<file path="config.mk">
export PLATFORM = sky130hd
export DESIGN_NAME = alu_issue_stage
export DESIGN_NICKNAME = d
export VERILOG_FILES = /design/src/rtl/alu_issue_stage.sv
export SDC_FILE = /design/constraint.sdc
export NUM_CORES = 1
export LEC_CHECK = 0
export BUFFER_PORTS_ARGS = -buffer_cell sky130_fd_sc_hd__buf_2
export CORE_ASPECT_RATIO = 0.9
export CORE_MARGIN = 5
export CORE_UTILIZATION = 30
export CTS_BUF_LIST = sky130_fd_sc_hd__clkbuf_8 sky130_fd_sc_hd__clkbuf_16
export DETAILED_ROUTE_END_ITERATION = 7
export PLACE_DENSITY = 0.55
export SLEW_MARGIN = 20
export SYNTH_ARGS = -nofsm -noshare
export SYNTH_HDL_FRONTEND = slang
export SYNTH_SLANG_ARGS = --single-unit
</file>
<file path="constraint.sdc">
create_clock -name clk -period 2.3 [get_ports clk]
set_clock_uncertainty 0.15 [all_clocks]
set_input_delay 0.115 -clock clk [delete_from_list [all_inputs] [get_ports clk]]
set_output_delay 0.115 -clock clk [all_outputs]
set_load 0.05 [all_outputs]
</file>
<file path="src/rtl/alu_issue_stage.sv">
// Decode-to-execute issue stage: derives the ALU op and operand b from RISC-V fields
// and holds issued operands in a main register backed by a one-entry skid register.
module alu_issue_stage #(
  parameter int W  = 32,
  parameter int CW = 16
) (
  input  logic          clk,
  input  logic          rst,
  input  logic          flush,
  input  logic          in_valid,
  output logic          in_ready,
  input  logic [6:0]    in_opcode,
  input  logic [2:0]    in_funct3,
  input  logic          in_funct7b5,
  input  logic [W-1:0]  in_rs1,
  input  logic [W-1:0]  in_rs2,
  input  logic [W-1:0]  in_imm,
  output logic          out_valid,
  input  logic          out_ready,
  output logic [W-1:0]  alu_a,
  output logic [W-1:0]  alu_b,
  output logic [2:0]    alu_op,
  output logic          out_illegal,
  output logic [CW-1:0] issue_count
);

  localparam logic [2:0] OP_AND = 3'b000;
  localparam logic [2:0] OP_OR  = 3'b001;
  localparam logic [2:0] OP_ADD = 3'b010;
  localparam logic [2:0] OP_SUB = 3'b110;
  localparam logic [2:0] OP_SLT = 3'b111;

  typedef struct packed {
    logic [W-1:0] a;
    logic [W-1:0] b;
    logic [2:0]   op;
    logic         ill;
  } entry_t;

  // Valid/ready: a beat moves on a rising edge only when valid and ready are both
  // high; in_ready depends on registered state (and rst) only, never on out_ready.

  entry_t          dec;
  entry_t          main_q, main_d;
  entry_t          skid_q, skid_d;
  logic            main_valid_q, main_valid_d;
  logic            skid_valid_q, skid_valid_d;
  logic [CW-1:0]   count_q, count_d;
  logic            in_acc, out_acc;

  always_comb begin
    dec     = '{a: in_rs1, b: in_rs2, op: OP_ADD, ill: 1'b0};
    case (in_opcode)
      7'b0110011: begin
        case (in_funct3)
          3'b000:  dec.op = in_funct7b5 ? OP_SUB : OP_ADD;
          3'b111:  dec.op = OP_AND;
          3'b110:  dec.op = OP_OR;
          3'b010:  dec.op = OP_SLT;
          default: dec.ill = 1'b1;
        endcase
      end
      7'b0010011: begin
        dec.b = in_imm;
        case (in_funct3)
          3'b000:  dec.op = OP_ADD;
          3'b111:  dec.op = OP_AND;
          3'b110:  dec.op = OP_OR;
          3'b010:  dec.op = OP_SLT;
          default: begin
            // Unsupported I-type encodings fall back to the generic illegal form.
            dec.b   = in_rs2;
            dec.ill = 1'b1;
          end
        endcase
      end
      7'b0000011, 7'b0100011: dec.b = in_imm;
      7'b1100011:             dec.op = OP_SUB;
      default:                dec.ill = 1'b1;
    endcase
  end

  assign in_ready = !rst && !skid_valid_q;
  assign in_acc   = in_valid && in_ready;
  assign out_acc  = main_valid_q && out_ready;

  always_comb begin
    main_d       = main_q;
    skid_d       = skid_q;
    main_valid_d = main_valid_q;
    skid_valid_d = skid_valid_q;
    count_d      = out_acc ? count_q + 1'b1 : count_q;
    if (flush) begin
      main_valid_d = 1'b0;
      skid_valid_d = 1'b0;
    end else if (!main_valid_q || out_acc) begin
      // Main is free at this edge: refill from skid first to keep FIFO order.
      if (skid_valid_q) begin
        main_d       = skid_q;
        main_valid_d = 1'b1;
        skid_valid_d = 1'b0;
      end else if (in_acc) begin
        main_d       = dec;
        main_valid_d = 1'b1;
      end else begin
        main_valid_d = 1'b0;
      end
    end else if (in_acc) begin
      skid_d       = dec;
      skid_valid_d = 1'b1;
    end
  end

  always_ff @(posedge clk) begin
    if (rst) begin
      main_q       <= '0;
      skid_q       <= '0;
      main_valid_q <= 1'b0;
      skid_valid_q <= 1'b0;
      count_q      <= '0;
    end else begin
      main_q       <= main_d;
      skid_q       <= skid_d;
      main_valid_q <= main_valid_d;
      skid_valid_q <= skid_valid_d;
      count_q      <= count_d;
    end
  end

  assign out_valid   = main_valid_q;
  assign alu_a       = main_q.a;
  assign alu_b       = main_q.b;
  assign alu_op      = main_q.op;
  assign out_illegal = main_q.ill;
  assign issue_count = count_q;

endmodule

</file>
==> impl_metrics.yaml <==
worst_setup_path:
  critPathRequiredTime_ns: 2.42
  worstSetupEndpointType: "register"
  startpoint_type: "input pin"
  crit_type: "in -> reg"
  worstPathCellList: "dlygate4sd3_1 > buf_4 > nor2_2 > o211ai_4 > clkbuf_16 > mux2i_1 > dlygate4sd3_1 > a211oi_1"
  cp_slowest_cell: "dlygate4sd3_1"
  critPathMaxStageDelay_ns: 0.60
  timing.critical_path.mode_cell: "dlygate4sd3_1"
  critPathMaxFanout: 16
  worstPathArrival_ns: 2.34
  critPathTopFamily: "buffers and inverters"
  crit_buf_inv: 4
routing:
  dr.pass1.iters: 5
  drc: 0
  wl_per_cell_microns: 15.41
  vias_per_cell: 4.837
  dr.first_iter.drc_count: 357
  num_vias: 6298
  ant_nets: 0
  wirelength_microns: 20060
cts:
  cts_max_level: 4
  clkTransAtPathRegs_ns: 0.06
  cts_tree: "done"
  clk_latency_ns: 0.42
  cts_buffers: 17
  cts.root.buffer_cell: "clkbuf_16"
  clock-sinks: 154
  clock_path_buffers: 2
global_routing:
  grt_max_degree: 82
  grt_first_pass_wirelength_microns: 31780
  grt.overflow.total: 0
  grt_pass1_vias: 6005
  antenna_found_initial: 1
  gr-usage-met3_pct: 4.621
  busiest_layer: "met2"
  met2_usage_pct: 24.08
  grt.total_usage_pct: 15.49
  use_met1_pct: 21.44
yosys:
  synth_seq_cells: 154
  syn_area_per_cell_sq_um: 9.128
  synth_fp_nets: 835
  yosysUniqueCellTypes: 37
  ys.warnings.count: 0
  synthesis.instances: 722
  syn-cell-area_sq_um: 6590
  yosysSeqAreaShare_pct: 46.78
floorplan:
  start_util_pct: 30.46
  die_x_microns: 166.2
  num_rows: 51
  io_pins: 198
  die-area_sq_um: 25040
  fp.dieH_microns: 150.6
  coreArea_sq_um: 21630
place:
  finalWeightedCongestion: 0.7336
  port_buffers: 197
  hpwlAfterDp_microns: 12320
  pre_cts_ws_ns: 0.3973
  place_area_sq_um: 7889
power:
  vdd_drop_max_v: 0.0004686
  power.switching_mw: 1.689
  p_seq_share_pct: 43.2
  p_comb_share_pct: 12.7
  pwr-share-clk_pct: 44.1
  internal_power_mw: 4.702
  p_leak_nw: 3.818
  p_sw_share_pct: 26.42
  p_per_area_nw_per_um2: 664.3
sta:
  min_period_ns: 2.215
  fmax_ghz: 0.4515
  tns_ns: 0
  setup_slack_ns: 0.08521
  fin_crit_sh_pct: 96.30
  finalSetupViolations: 0
  drv_slew: 0
  relSlewSlack_pct: 56.28
  hold_viol: 0
  tightest_slew_ns: 0.6558
  rsz0062_at_grt: "false"
final_layout:
  syn_to_final_growth_pct: 45.98
  diodes: 0
  drive_gt1_share_pct: 25.91
  nNetsFinal: 1111
  final_cell_area_sq_um: 9620
hold_path:
  hold_path_class: "in -> reg"
job:
  drv_cap: 0
run_status:
  status: "finished, final reports clean"
==> synthesized netlist by cell type, drive strengths merged <==
library cell / number / area, sq um
a211oi: 69 / 518.0
nor2b: 3 / 18.77
nand3b: 35 / 262.8
nor4: 7 / 43.79
or3: 2 / 12.51
inv: 6 / 22.52
ha: 1 / 12.51
nand4: 3 / 18.77
nand3: 10 / 50.05
or4: 2 / 18.77
nand4b: 33 / 289.0
mux2i: 64 / 640.6
a21bo: 1 / 10.01
mux2: 2 / 22.52
nand2: 73 / 274.0
xnor2: 9 / 78.83
o211a: 1 / 10.01
clkbuf: 49 / 183.9
nor3: 6 / 30.03
a21oi: 42 / 210.2
xor2: 2 / 17.52
a211o: 1 / 8.760
buf: 15 / 78.83
o21ai: 3 / 15.01
o21bai: 1 / 7.510
dfxtp: 154 / 3083
nor2: 88 / 330.3
nand2b: 2 / 20.02
nand4bb: 1 / 11.26
o211ai: 35 / 267.8
and4bb: 1 / 12.51
or4b: 1 / 10.01
==> timing repair <==
action                                  4_1_cts  5_1_grt
hold buffers                                106        3
endpoints found under the hold margin       138        4
endpoints found under the setup margin        0       15
setup buffers                                 0        0
gates resized for setup                       0        8
==> sequential cells by signal (all words and copies together) (netlist names) <==
| register | count |
|---|---|
| alu_a | 32 |
| alu_b | 32 |
| alu_op | 3 |
| issue_count | 16 |
| out_illegal | 1 |
| out_valid | 1 |
| skid_q | 68 |
| skid_valid_q | 1 |
==> per-stage QoR <==
step | power [mW] | hold slack [ns] | util (%) | instances
final | 6.391 | 0.03371 | 44.47 | 1302
after global routing | 6.668 | 0.05199 | 44.47 | 1302
after CTS | 6.487 | 0.01594 | 44.09 | 1300
after detailed placement | 3.483 | 0.2084 | 36.47 | 1162
after global placement | 3.480 | 0.2009 | 36.47 | 1162
after floorplan | 3.240 | 0.03776 | - | 722
==> power by group through the flow <==
stage	Clock, mW	Sequential, mW	Combinational, mW
2_1_floorplan	0	3.01	0.228
3_3_place_gp	0	2.82	0.658
3_5_place_dp	0	2.82	0.660
4_1_cts	2.92	2.76	0.802
5_1_grt	3.03	2.77	0.871
6_report	2.82	2.76	0.809
==> area by class of cell <==
class,instances,area [sq um]
clock inverter,14,147.6
sequential,154,3087
timing repair buffer,321,2288
clock buffer,18,439.2
inverter,6,22.52
multi-input combinational,498,3272
fill,2090,12010
tap,291,364.1
==> worst register-to-register path, delay by kind of cell (launching register included) <==
kind,cells,cell delay (ns)
buffers and inverters,2,0.89
AND/OR/NAND/NOR,2,0.22
AO/OA/AOI/OAI,2,0.35
flip-flops,1,0.48
==> logic make-up (layout without fill, tap and decap cells) <==
family,Yosys count,in the layout,share of synthesized area (%)
xor gates and xnor gates,11,11,1.462
buffers and inverters,70,359,4.329
adders and majority gates,1,1,0.1898
DFF,154,154,46.78
and+or+nand+nor,267,267,21.28
muxes,66,66,10.06
AOI/OAI and AO/OA,153,153,15.89
==> cell usage in the layout (no fill, tap or decap), types with 19 or more instances in the layout <==
master / netlist / layout
a211oi_1: 69 / 68
dfxtp_1: 154 / 153
nand2_1: 73 / 73
buf_2: 12 / 195
clkbuf_16: 0 / 19
nand4b_1: 33 / 33
mux2i_1: 64 / 61
nand3b_1: 35 / 35
o211ai_1: 34 / 34
dlygate4sd3_1: 0 / 106
a21oi_1: 42 / 42
nor2_1: 88 / 87
==> per-layer routing <==
metal | vias up | wire length, microns
li1 | 3168 | -
met2 | 178 | 8727
met3 | 18 | 1181
met1 | 2932 | 9979
met4 | 2 | 159
met5 | - | 13
==> final timing paths <==
path                                    from         end  slack, ns  depth (start not counted)
worst max-delay path            in_funct3[0]  skid_q[31]       0.09                          8
worst min register to register    skid_q[37]  skid_q[37]       0.30                          2
worst max register to register     out_valid   alu_b[12]       0.11                          6
worst min-delay path            in_opcode[4]   skid_q[1]       0.03                          4
(Power assumes the default switching activity.)
